File: config.mk
export PLATFORM = sky130hd
export DESIGN_NAME = snake_frame_builder
export DESIGN_NICKNAME = d
export VERILOG_FILES = /design/src/rtl/snake_frame_builder.sv
export SDC_FILE = /design/constraint.sdc
export NUM_CORES = 1
export LEC_CHECK = 0
export CAP_MARGIN = 20
export CORE_MARGIN = 3
export CORE_UTILIZATION = 62
export CTS_CLUSTER_SIZE = 8
export DETAILED_ROUTE_END_ITERATION = 7
export PLACE_DENSITY = 0.9
export SYNTH_ARGS = -nofsm -noshare
export SYNTH_HDL_FRONTEND = slang
export SYNTH_SLANG_ARGS = --single-unit
File: constraint.sdc
create_clock -name clk -period 12.4 [get_ports clk]
set_input_delay 2.48 -clock clk [delete_from_list [all_inputs] [get_ports clk]]
set_output_delay 2.48 -clock clk [all_outputs]
set_load 0.01 [all_outputs]
File: src/rtl/snake_frame_builder.sv
// snake_frame_builder: rebuilds the 8x16 LED frame from the body FIFO (pop + write-back), overlays food, scans rows to the matrix
module snake_frame_builder #(
  parameter int SCAN_DIV = 1024
) (
  input  logic        clk,
  input  logic        reset,
  input  logic        frame_req,
  input  logic [7:0]  fifo_q,
  input  logic        fifo_empty,
  input  logic [3:0]  fifo_usedw,
  output logic        fifo_rdreq,
  output logic        fifo_wrreq,
  output logic [7:0]  fifo_data,
  input  logic [3:0]  food_x,
  input  logic [3:0]  food_y,
  output logic        busy,
  output logic        frame_done,
  output logic        collision,
  output logic [2:0]  scan_row,
  output logic [15:0] scan_data
);
  typedef enum logic [2:0] {IDLE, CLEAR, READ, OVERLAY, COMMIT} state_t;
  state_t      state_q;
  logic [15:0] work_q [8];
  logic [15:0] disp_q [8];
  logic [2:0]  row_q;
  logic [4:0]  rem_q;
  logic        pend_q;
  logic        busy_q;
  logic        done_q;
  logic        coll_q;
  logic [31:0] div_q;
  logic [2:0]  scan_row_q;
  logic        rd_req;
  logic [3:0]  px;
  logic [3:0]  py;
  assign rd_req     = state_q == READ && rem_q != 5'd0 && !fifo_empty;
  assign px         = fifo_q[7:4];
  assign py         = fifo_q[3:0];
  assign fifo_rdreq = rd_req;
  assign fifo_wrreq = pend_q;
  assign fifo_data  = pend_q ? fifo_q : 8'd0;
  assign busy       = busy_q;
  assign frame_done = done_q;
  assign collision  = coll_q;
  assign scan_row   = scan_row_q;
  assign scan_data  = disp_q[scan_row_q];
  always_ff @(posedge clk or posedge reset) begin
    if (reset) begin
      state_q    <= IDLE;
      row_q      <= 3'd0;
      rem_q      <= 5'd0;
      pend_q     <= 1'b0;
      busy_q     <= 1'b0;
      done_q     <= 1'b0;
      coll_q     <= 1'b0;
      div_q      <= 32'd0;
      scan_row_q <= 3'd0;
      for (int i = 0; i < 8; i++) begin
        work_q[i] <= 16'd0;
        disp_q[i] <= 16'd0;
      end
    end else begin
      done_q <= 1'b0;
      pend_q <= rd_req;
      div_q  <= div_q == 32'(SCAN_DIV - 1) ? 32'd0 : div_q + 32'd1;
      if (div_q == 32'(SCAN_DIV - 1)) scan_row_q <= scan_row_q + 3'd1;
      case (state_q)
        IDLE: if (frame_req) begin
          state_q <= CLEAR;
          busy_q  <= 1'b1;
        end
        CLEAR: begin
          work_q[row_q] <= 16'd0;
          // usedw wraps to 0 when the 16-deep FIFO is full
          rem_q  <= (fifo_usedw == 4'd0 && !fifo_empty) ? 5'd16 : {1'b0, fifo_usedw};
          coll_q <= 1'b0;
          row_q  <= row_q + 3'd1;
          if (row_q == 3'd7) state_q <= READ;
        end
        READ: begin
          if (rd_req) rem_q <= rem_q - 5'd1;
          if (pend_q && !py[3]) begin
            if (work_q[py[2:0]][px]) coll_q <= 1'b1;
            work_q[py[2:0]][px] <= 1'b1;
          end
          // the cycle with no new pop still retires the last outstanding entry
          if (!rd_req) state_q <= OVERLAY;
        end
        OVERLAY: begin
          if (!food_y[3]) work_q[food_y[2:0]][food_x] <= 1'b1;
          state_q <= COMMIT;
        end
        COMMIT: begin
          for (int i = 0; i < 8; i++) disp_q[i] <= work_q[i];
          done_q  <= 1'b1;
          busy_q  <= 1'b0;
          state_q <= IDLE;
        end
        default: state_q <= IDLE;
      endcase
    end
  end
endmodule

# Word level (Yosys, flattened, before mapping)
# Index checks and enable logic that the tools add are counted.
word_totals:
  reg_bits: 306
  elab_cells: 119
op_classes:
  addsub: 4
  order_cmp: 11
  n_eq_ne: 13
  n_mux: 36
  bitwise: 8
  reduce_logical: 22
op_table:
  columns: ["op", "count"]
  rows:
  - ["$pmux 128 s3", 1]
  - ["$mux 128", 2]
  - ["$or 128x128->128", 2]
  - ["$demux 16 s3", 3]
  - ["$and 128x128->128", 1]
  - ["$not 128->128", 1]
  - ["$mux 16", 7]
  - ["$bmux 16 s3", 2]
  - ["$add 32x1->32 const B", 1]
  - ["$eq 32x10->1 const B", 1]
  - ["$mux 32", 1]
  - ["$ge 4x4->1 const B", 4]
  - ["$not 3->4", 4]
  - ["$lt 4x1->1 const B", 3]
  - ["$pmux 3 s4", 1]
  - ["$lt 4x5->1 const B", 2]
  - ["$mux 5", 2]
  - ["$ne 2x2->1 const B", 5]
  - ["$pmux 5 s2", 1]
  - ["$logic_and 1x1->1", 9]
  - ["$mux 3", 3]
  - ["$reduce_and 3->1", 3]
  - ["$demux 1 s4", 2]
  - ["$ge 4x1->1 const B", 2]
  - ["17 further kinds", 31]

# Longest topological paths before layout
# Gate-level depths: netlist (run 1).
logic_depth:
  word_depth: 9
  ltp_mapped: 9

# Least setup slack after synthesis (run 1)
# Ideal clock, no wire load.
synth_path:
  path_type: "input to output"
  startpoint: "input port fifo_q[1]"
  endpoint: "output port fifo_data[1]"
  t_arrival_ps: 3100
  t_required_ps: 9920
  slack_ps: 6820
  path_stages: 4
  cell_sequence: "buf_6 > buf_4 > buf_4 > and2_1"
synth_via:
  elab_chain_cells: 1
synth_lines:
  columns: ["item", "line", "rtl"]
  rows:
  - ["start, declared", "8", "input logic [7:0] fifo_q,"]
  - ["$mux 8", "42", "assign fifo_data = pend_q ? fifo_q : 8'd0;"]
  - ["end, declared", "13", "output logic [7:0] fifo_data,"]
# Every way passes these cells.

# Final worst setup path (run 1)
layout_path:
  startpoint: "input port fifo_q[2]"
  endpoint: "output port fifo_data[2]"
# Same word-level chain as after synthesis.

==> results.sh, run 1 <==
export IMPL_ant_nets=0
export IMPL_p_clk_share_pct=43.6
export IMPL_finalPower_uw=2510
export IMPL_clk_latency_ns=0.54
export IMPL_synthMuxAreaShare_pct=19.4
export IMPL_hold_buffers=0
export IMPL_grt_pass1_vias=12600
export IMPL_synth_cell_types=69
export IMPL_vias=12000
export IMPL_fp_row_count=56
export IMPL_synth_edf_count=0
export IMPL_cts_setup_buffers=0
export IMPL_endpoint_kind="output port"
export IMPL_grt_use_total_pct=33.8
export IMPL_die_h_um=163
export IMPL_multi_input_area_mm2=0.00712
export IMPL_p_per_area_mw_per_mm2=147
export IMPL_p_int_uw=1820
export IMPL_drt_total_wl_mm=43.9
export IMPL_io_buffers=55
export IMPL_status="complete, no violations"
export IMPL_hold_viol_final=0
export IMPL_r2r_cells=6
export IMPL_cts_root_buf="clkbuf_16"
export IMPL_grt_overflow=0
export IMPL_yosysTopAreaCell="dfrtp_1"
export IMPL_syn_avg_cell_area_um2=11.4
export IMPL_synth_seq_cells=306
export IMPL_worstPathCellList="clkdlybuf4s50_1, buf_4, and2_1, clkdlybuf4s50_1"
export IMPL_relSlewSlack_pct=21.5
export IMPL_synthAdderAreaFrac_pct=0.411
export IMPL_dieArea_mm2=0.0265
export IMPL_p_comb_share_pct=13.1
export IMPL_cp_max_fo=30
export IMPL_leakagePower_uw=0.00735
export IMPL_start_util_pct=63.9
export IMPL_hold_class="reg2reg"
export IMPL_synth_compound_area_share_pct=13.8
export IMPL_slowest_stage="clkdlybuf4s50_1"
export IMPL_yosys_warnings=0
export IMPL_place_congestion=1.02
export IMPL_setup_viol=0
export IMPL_max_cap_violations=0
export IMPL_p_sw_uw=696
export IMPL_grt_max_degree=152
export IMPL_critPathCapture="fifo_data[2]"
export IMPL_fmax_mhz=151
export IMPL_fin_setup_tns_ns=0
export IMPL_r2r_start="state_q[0]"
export IMPL_vias_per_cell=7.12
export IMPL_p_sw_share_pct=27.7
export IMPL_report_final_slew_viol_count=0
export IMPL_cts_buffers=44
export IMPL_drc=0
export IMPL_drive_gt1_share_pct=20.9
export IMPL_fin_nets=1399
export IMPL_fin_crit_ns=6.61
export IMPL_clockBufferDepth=3
export IMPL_worst_pin_slew_ns=1.18
export IMPL_die_x_um=163
export IMPL_timing_clock_skew_ns=0.0180
export IMPL_arrival_ns=4.13
export IMPL_fin_crit_sh_pct=53.3
export IMPL_r2r_setup_slack_ns=9.45
export IMPL_io_pins=56
export IMPL_nFillCells=1577
export IMPL_synth_area_mm2=0.0152
export IMPL_required_ns=9.92
export IMPL_hold_worst_slack_ns=0.470
export IMPL_dpl_hpwl_mm=27.2
export IMPL_startpoint_type="input port"
export IMPL_antenna_cells=0
export IMPL_syn_nets=1369
export IMPL_regArea_mm2=0.00766
export IMPL_antenna_found_initial=0
export IMPL_r2r_end="work_q[3]"
export IMPL_crit_start="fifo_q[2]"
export IMPL_synthArstFlopShare_pct=100
export IMPL_synthXorXnorAreaFrac_pct=1.90
export IMPL_max_stage_delay_ns=0.55
export IMPL_ctsResizeCount=0
export IMPL_syn_inst=1340
export IMPL_clkTransAtPathRegs_ns=0.05
export IMPL_vdd_drop_max_mv=0.144
export IMPL_clkSinkCount=306
export IMPL_yosys_area_share_simple_pct=11.0
export IMPL_synth_seq_area_share_pct=50.3
export IMPL_final_util_pct=71.9
export IMPL_seq_power_share_pct=43.3
export IMPL_htreeDepth=2
export IMPL_rsz0062_at_grt="false"
export IMPL_synth_top_cell_area_share_pct=50.3
export IMPL_syn_to_final_growth_pct=12.6
export IMPL_ys_top_cells_by_area="dfrtp_1, mux2_2, a22oi_1"
export IMPL_hold_depth=1
export IMPL_core_area_mm2=0.0238
export IMPL_grt_pass1_wl_mm=69.8
export IMPL_synth_top_family_by_area="multiplexers"
export IMPL_drt_initial_drc_count=1760
export IMPL_wire_per_inst_um=25.9
export IMPL_critical_path_class="in2out"
export IMPL_first_pass_iters=8
export IMPL_critPathMostFrequentCell="clkdlybuf4s50_1"
export IMPL_yosys_most_used_dff="dfrtp_1"
export IMPL_cts_tree="built"
[registers in the layout, indices dropped and copies added, names as in the netlist]
name and count:
disp_q 128, work_q 128, div_q 32, rem_q 5, row_q 3, scan_row 3
state_q 3, busy 1, collision 1, fifo_wrreq 1, frame_done 1
[cell families after synthesis]
family	Yosys count
buffers and inverters	99
AND/OR/NAND/NOR	347
flip-flops	306
multiplexers	225
adder cells (fa/ha/maj)	5
XOR/XNOR	33
AO/OA/AOI/OAI	325
[power by group through the flow]
stage | clock (µW) | combinational (µW) | sequential [µW]
2_1_floorplan | 0 | 226 | 1080
3_3_place_gp | 0 | 306 | 1100
3_5_place_dp | 0 | 316 | 1100
4_1_cts | 1100 | 320 | 1090
5_1_grt | 1140 | 354 | 1090
6_report | 1090 | 329 | 1090
[final cells by class]
type	instances	share of cell area (%)
clock buffers	48	6.82
clock inverters	2	0.270
inverters	10	0.263
multi-input cells	935	41.5
flip-flops and latches	306	44.7
well taps	319	2.33
repair buffers	73	4.11
[per-layer routing]
metal	wire length [µm]	up-vias	GRT usage, %
li1	-	4989	-
met1	16600	5933	44.3
met2	20100	874	52.4
met3	4840	252	9.54
met4	2360	0	16.4
met5	0	-	0
[worst min-delay path by stage]
stage	start	end	slack (ns)
global route	disp_q[23]	disp_q[23]	0.50
CTS	div_q[4]	div_q[4]	0.47
finish	div_q[4]	div_q[4]	0.47
detailed placement	div_q[4]	div_q[4]	0.46
global placement	div_q[4]	div_q[4]	0.46
floorplan	div_q[4]	div_q[4]	0.44
[worst max-delay path, delay by kind of cell]
family                 cells  cell delay (ns)
buffers and inverters      3             1.40
and+or+nand+nor            1             0.24
[synth_stat cells (all sizes together) (5+ instances only)]
master	instances
dfrtp	306
nand2	158
mux2	153
o21ai	141
a22oi	134
nor2	60
buf	45
clkbuf	44
mux4	40
mux2i	32
nor3	26
nand3	24
xnor2	18
xor2	15
and2	14
o22ai	13
nor2b	12
and3	10
inv	10
nor4	10
nand2b	8
a221oi	7
a21oi	6
nor3b	6
ha	5
[layout by cell type (no fill, tap or decap), types with 18 or more instances in the layout]
cell and count:
dfrtp_1 305, nand2_1 155, mux2_2 151, o21ai_0 136, a22oi_1 134, nor2_1 54
clkdlybuf4s50_1 54, clkbuf_16 46, mux4_2 39, mux2i_1 32, nand3_1 24, nor3_1 21
xnor2_1 18
[metrics by stage]
| stage | instances | setup WS [ns] | area [µm²] |
|---|---|---|---|
| global placement | 1641 | 5.82 | 15900 |
| floorplan | 1340 | 1.46 | 15200 |
| detailed placement | 1642 | 5.84 | 15900 |
| finish | 1693 | 5.79 | 17100 |
| CTS | 1692 | 5.81 | 17100 |
| global route | 1693 | 5.72 | 17100 |
No activity file was read; power rests on OpenSTA's default activity.
==> inputs of run 2 (changes only) <==
Clock period 12.4 ns to 6.3 ns, I/O delays scaled along.
==> run 2 against run 1 <==
Setup slack lost 4.0 ns. Die area unchanged. Sequential share of layout area is 0.059 points higher. First-iteration DRC count is 19% higher. Sequential cell count unchanged. Worst hold slack better by 0.0079 ns. Global-route usage is 0.72 points lower. Clock skew grew 0.0067 ns. Routed wire length is 1.4% lower. Critical endpoint is now scan_data[13].
==> results.sh, run 2 (synthesis results as in run 1) <==
export IMPL_whs_endpoint="div_q[31]"
export IMPL_cts_buffers=44
export IMPL_arrival_ns=3.21
export IMPL_fin_nets=1401
export IMPL_dpl_cell_count=1644
export IMPL_startpoint_type="flip-flop"
export IMPL_critical_path_buf_inv_count=2
export IMPL_first_pass_iters=8
export IMPL_cp_top_family="buffers and inverters"
export IMPL_leakagePower_uw=0.00733
export IMPL_syn_to_final_growth_pct=12.5
export IMPL_place_congestion=1.03
export IMPL_r2r_start="state_q[0]"
export IMPL_antenna_found_initial=0
export IMPL_required_ns=5.04
export IMPL_report_final_slew_viol_count=0
export IMPL_fin_crit_sh_pct=70.9
export IMPL_reg_top3="disp_q (128), work_q (128), div_q (32)"
export IMPL_die_h_um=163
export IMPL_max_cap_violations=0
export IMPL_p_sw_share_pct=28.1
export IMPL_clk_latency_ns=0.54
export IMPL_final_cell_mix="dfrtp_1, nand2_1, mux2_2"
export IMPL_p_clk_share_pct=42.4
export IMPL_critical_path_class="reg2out"
export IMPL_holdCritStartpoint="div_q[31]"
export IMPL_status="complete, no violations"
export IMPL_rsz0062_at_grt="false"
export IMPL_layout_commonest_cell="dfrtp_1"
export IMPL_htreeDepth=2
export IMPL_drive_gt1_share_pct=20.9
export IMPL_hold_class="reg2reg"
export IMPL_dpl_hpwl_mm=27.2
export IMPL_p_comb_share_pct=13.4
export IMPL_grt_overflow=0
export IMPL_relSlewSlack_pct=20.8
export IMPL_p_per_area_mw_per_mm2=283
export IMPL_max_stage_delay_ns=0.77
export IMPL_clockBufferDepth=3
export IMPL_setup_ws_ns=1.83
export IMPL_vias=12000
export IMPL_ctsResizeCount=0
export IMPL_grt_use_total_pct=33.0
export IMPL_r2r_end="disp_q[38]"
export IMPL_fin_crit_ns=4.47
export IMPL_ant_nets=0
export IMPL_cts_root_buf="clkbuf_16"
export IMPL_seq_power_share_pct=44.3
export IMPL_cp_max_fo=18
export IMPL_hold_worst_slack_ns=0.478
export IMPL_antenna_cells=0
export IMPL_slowest_stage="dfrtp_2"
export IMPL_endpoint_kind="output port"
export IMPL_io_pins=56
export IMPL_stdcell_count=1694
export IMPL_cts_setup_buffers=0
export IMPL_dieArea_mm2=0.0265
export IMPL_timing_clock_skew_ns=0.0246
export IMPL_die_x_um=163
export IMPL_clkSinkCount=306
export IMPL_worst_pin_slew_ns=1.19
export IMPL_r2r_cells=4
export IMPL_grt_pass1_vias=12300
export IMPL_drt_total_wl_mm=43.3
export IMPL_wire_per_inst_um=25.5
export IMPL_vias_per_cell=7.10
export IMPL_setup_viol=0
export IMPL_vdd_drop_max_mv=0.321
export IMPL_finalPower_uw=4850
export IMPL_drt_initial_drc_count=2097
export IMPL_fin_setup_tns_ns=0
export IMPL_start_util_pct=63.9
export IMPL_fp_row_count=56
export IMPL_hold_depth=1
export IMPL_worstPathCellList="buf_4, mux4_2, mux2_2, clkdlybuf4s50_1"
export IMPL_hold_viol_final=0
export IMPL_drc=0
export IMPL_grt_pass1_wl_mm=68.2
export IMPL_p_int_uw=3480
export IMPL_grt_max_degree=188
export IMPL_post_place_ws_ns=1.97
export IMPL_r2r_setup_slack_ns=3.48
export IMPL_cts_tree="built"
export IMPL_core_area_mm2=0.0238
export IMPL_fmax_mhz=224
export IMPL_p_sw_uw=1360
export IMPL_hold_buffers=0
export IMPL_io_buffers=55
export IMPL_clkTransAtPathRegs_ns=0.05
[run 2: cell types whose count changed in the layout (fill, tap and decap cells not counted), sizes merged]
cell,previous run,this run
buf,19,21
inv,10,9
clkbuf,48,45
clkinvlp,0,1
clkinv,1,4
bufinv,1,0
[run 2: worst max-delay path by stage]
stage | start | to | slack, ns | cells after the start
after floorplan | reset | busy | 0.97 | 1
after global routing | scan_row[0] | scan_data[0] | 1.65 | 4
after detailed placement | fifo_q[0] | fifo_data[0] | 1.97 | 3
after CTS | scan_row[0] | scan_data[13] | 1.77 | 4
final | scan_row[0] | scan_data[13] | 1.83 | 4
after global placement | fifo_q[0] | fifo_data[0] | 1.98 | 3
[run 2: metrics by stage]
| stage | area (µm²) | utilization, % |
|---|---|---|
| 2_1_floorplan | 15200 | - |
| 3_3_place_gp | 15900 | 66.9 |
| 3_5_place_dp | 15900 | 66.9 |
| 4_1_cts | 17100 | 71.7 |
| 5_1_grt | 17100 | 71.9 |
| 6_report | 17100 | 71.9 |
[run 2: worst reg2reg max path: cells and delay by family (launching register included)]
| family | cells | cell delay, ns |
|---|---|---|
| flops | 1 | 0.54 |
| buf+inv | 1 | 0.78 |
| simple gates | 2 | 0.88 |
| mux | 1 | 0.50 |
[run 2: power by group through the flow]
stage	sequential (µW)	clock, µW	combinational (µW)
final	2140	2050	648
after CTS	2140	2060	628
after global routing	2150	2150	685
after global placement	2160	0	598
after detailed placement	2170	0	619
after floorplan	2130	0	446
[run 2: final cells by class]
cell class | count | area (µm²)
clock inverter | 4 | 57.6
clock buffer | 45 | 1100
tap | 319 | 399
inverter | 10 | 41.3
fill | 1567 | 6710
multi-input combinational | 935 | 7120
timing repair buffer | 75 | 741
sequential | 306 | 7660
[run 2: routing by layer]
| layer | part of all wire, % | track usage [%] |
|---|---|---|
| met1 | 37 | 44.6 |
| met3 | 11 | 7.55 |
| met5 | 0 | 0 |
| met2 | 47 | 52.6 |
| met4 | 4.3 | 13.2 |
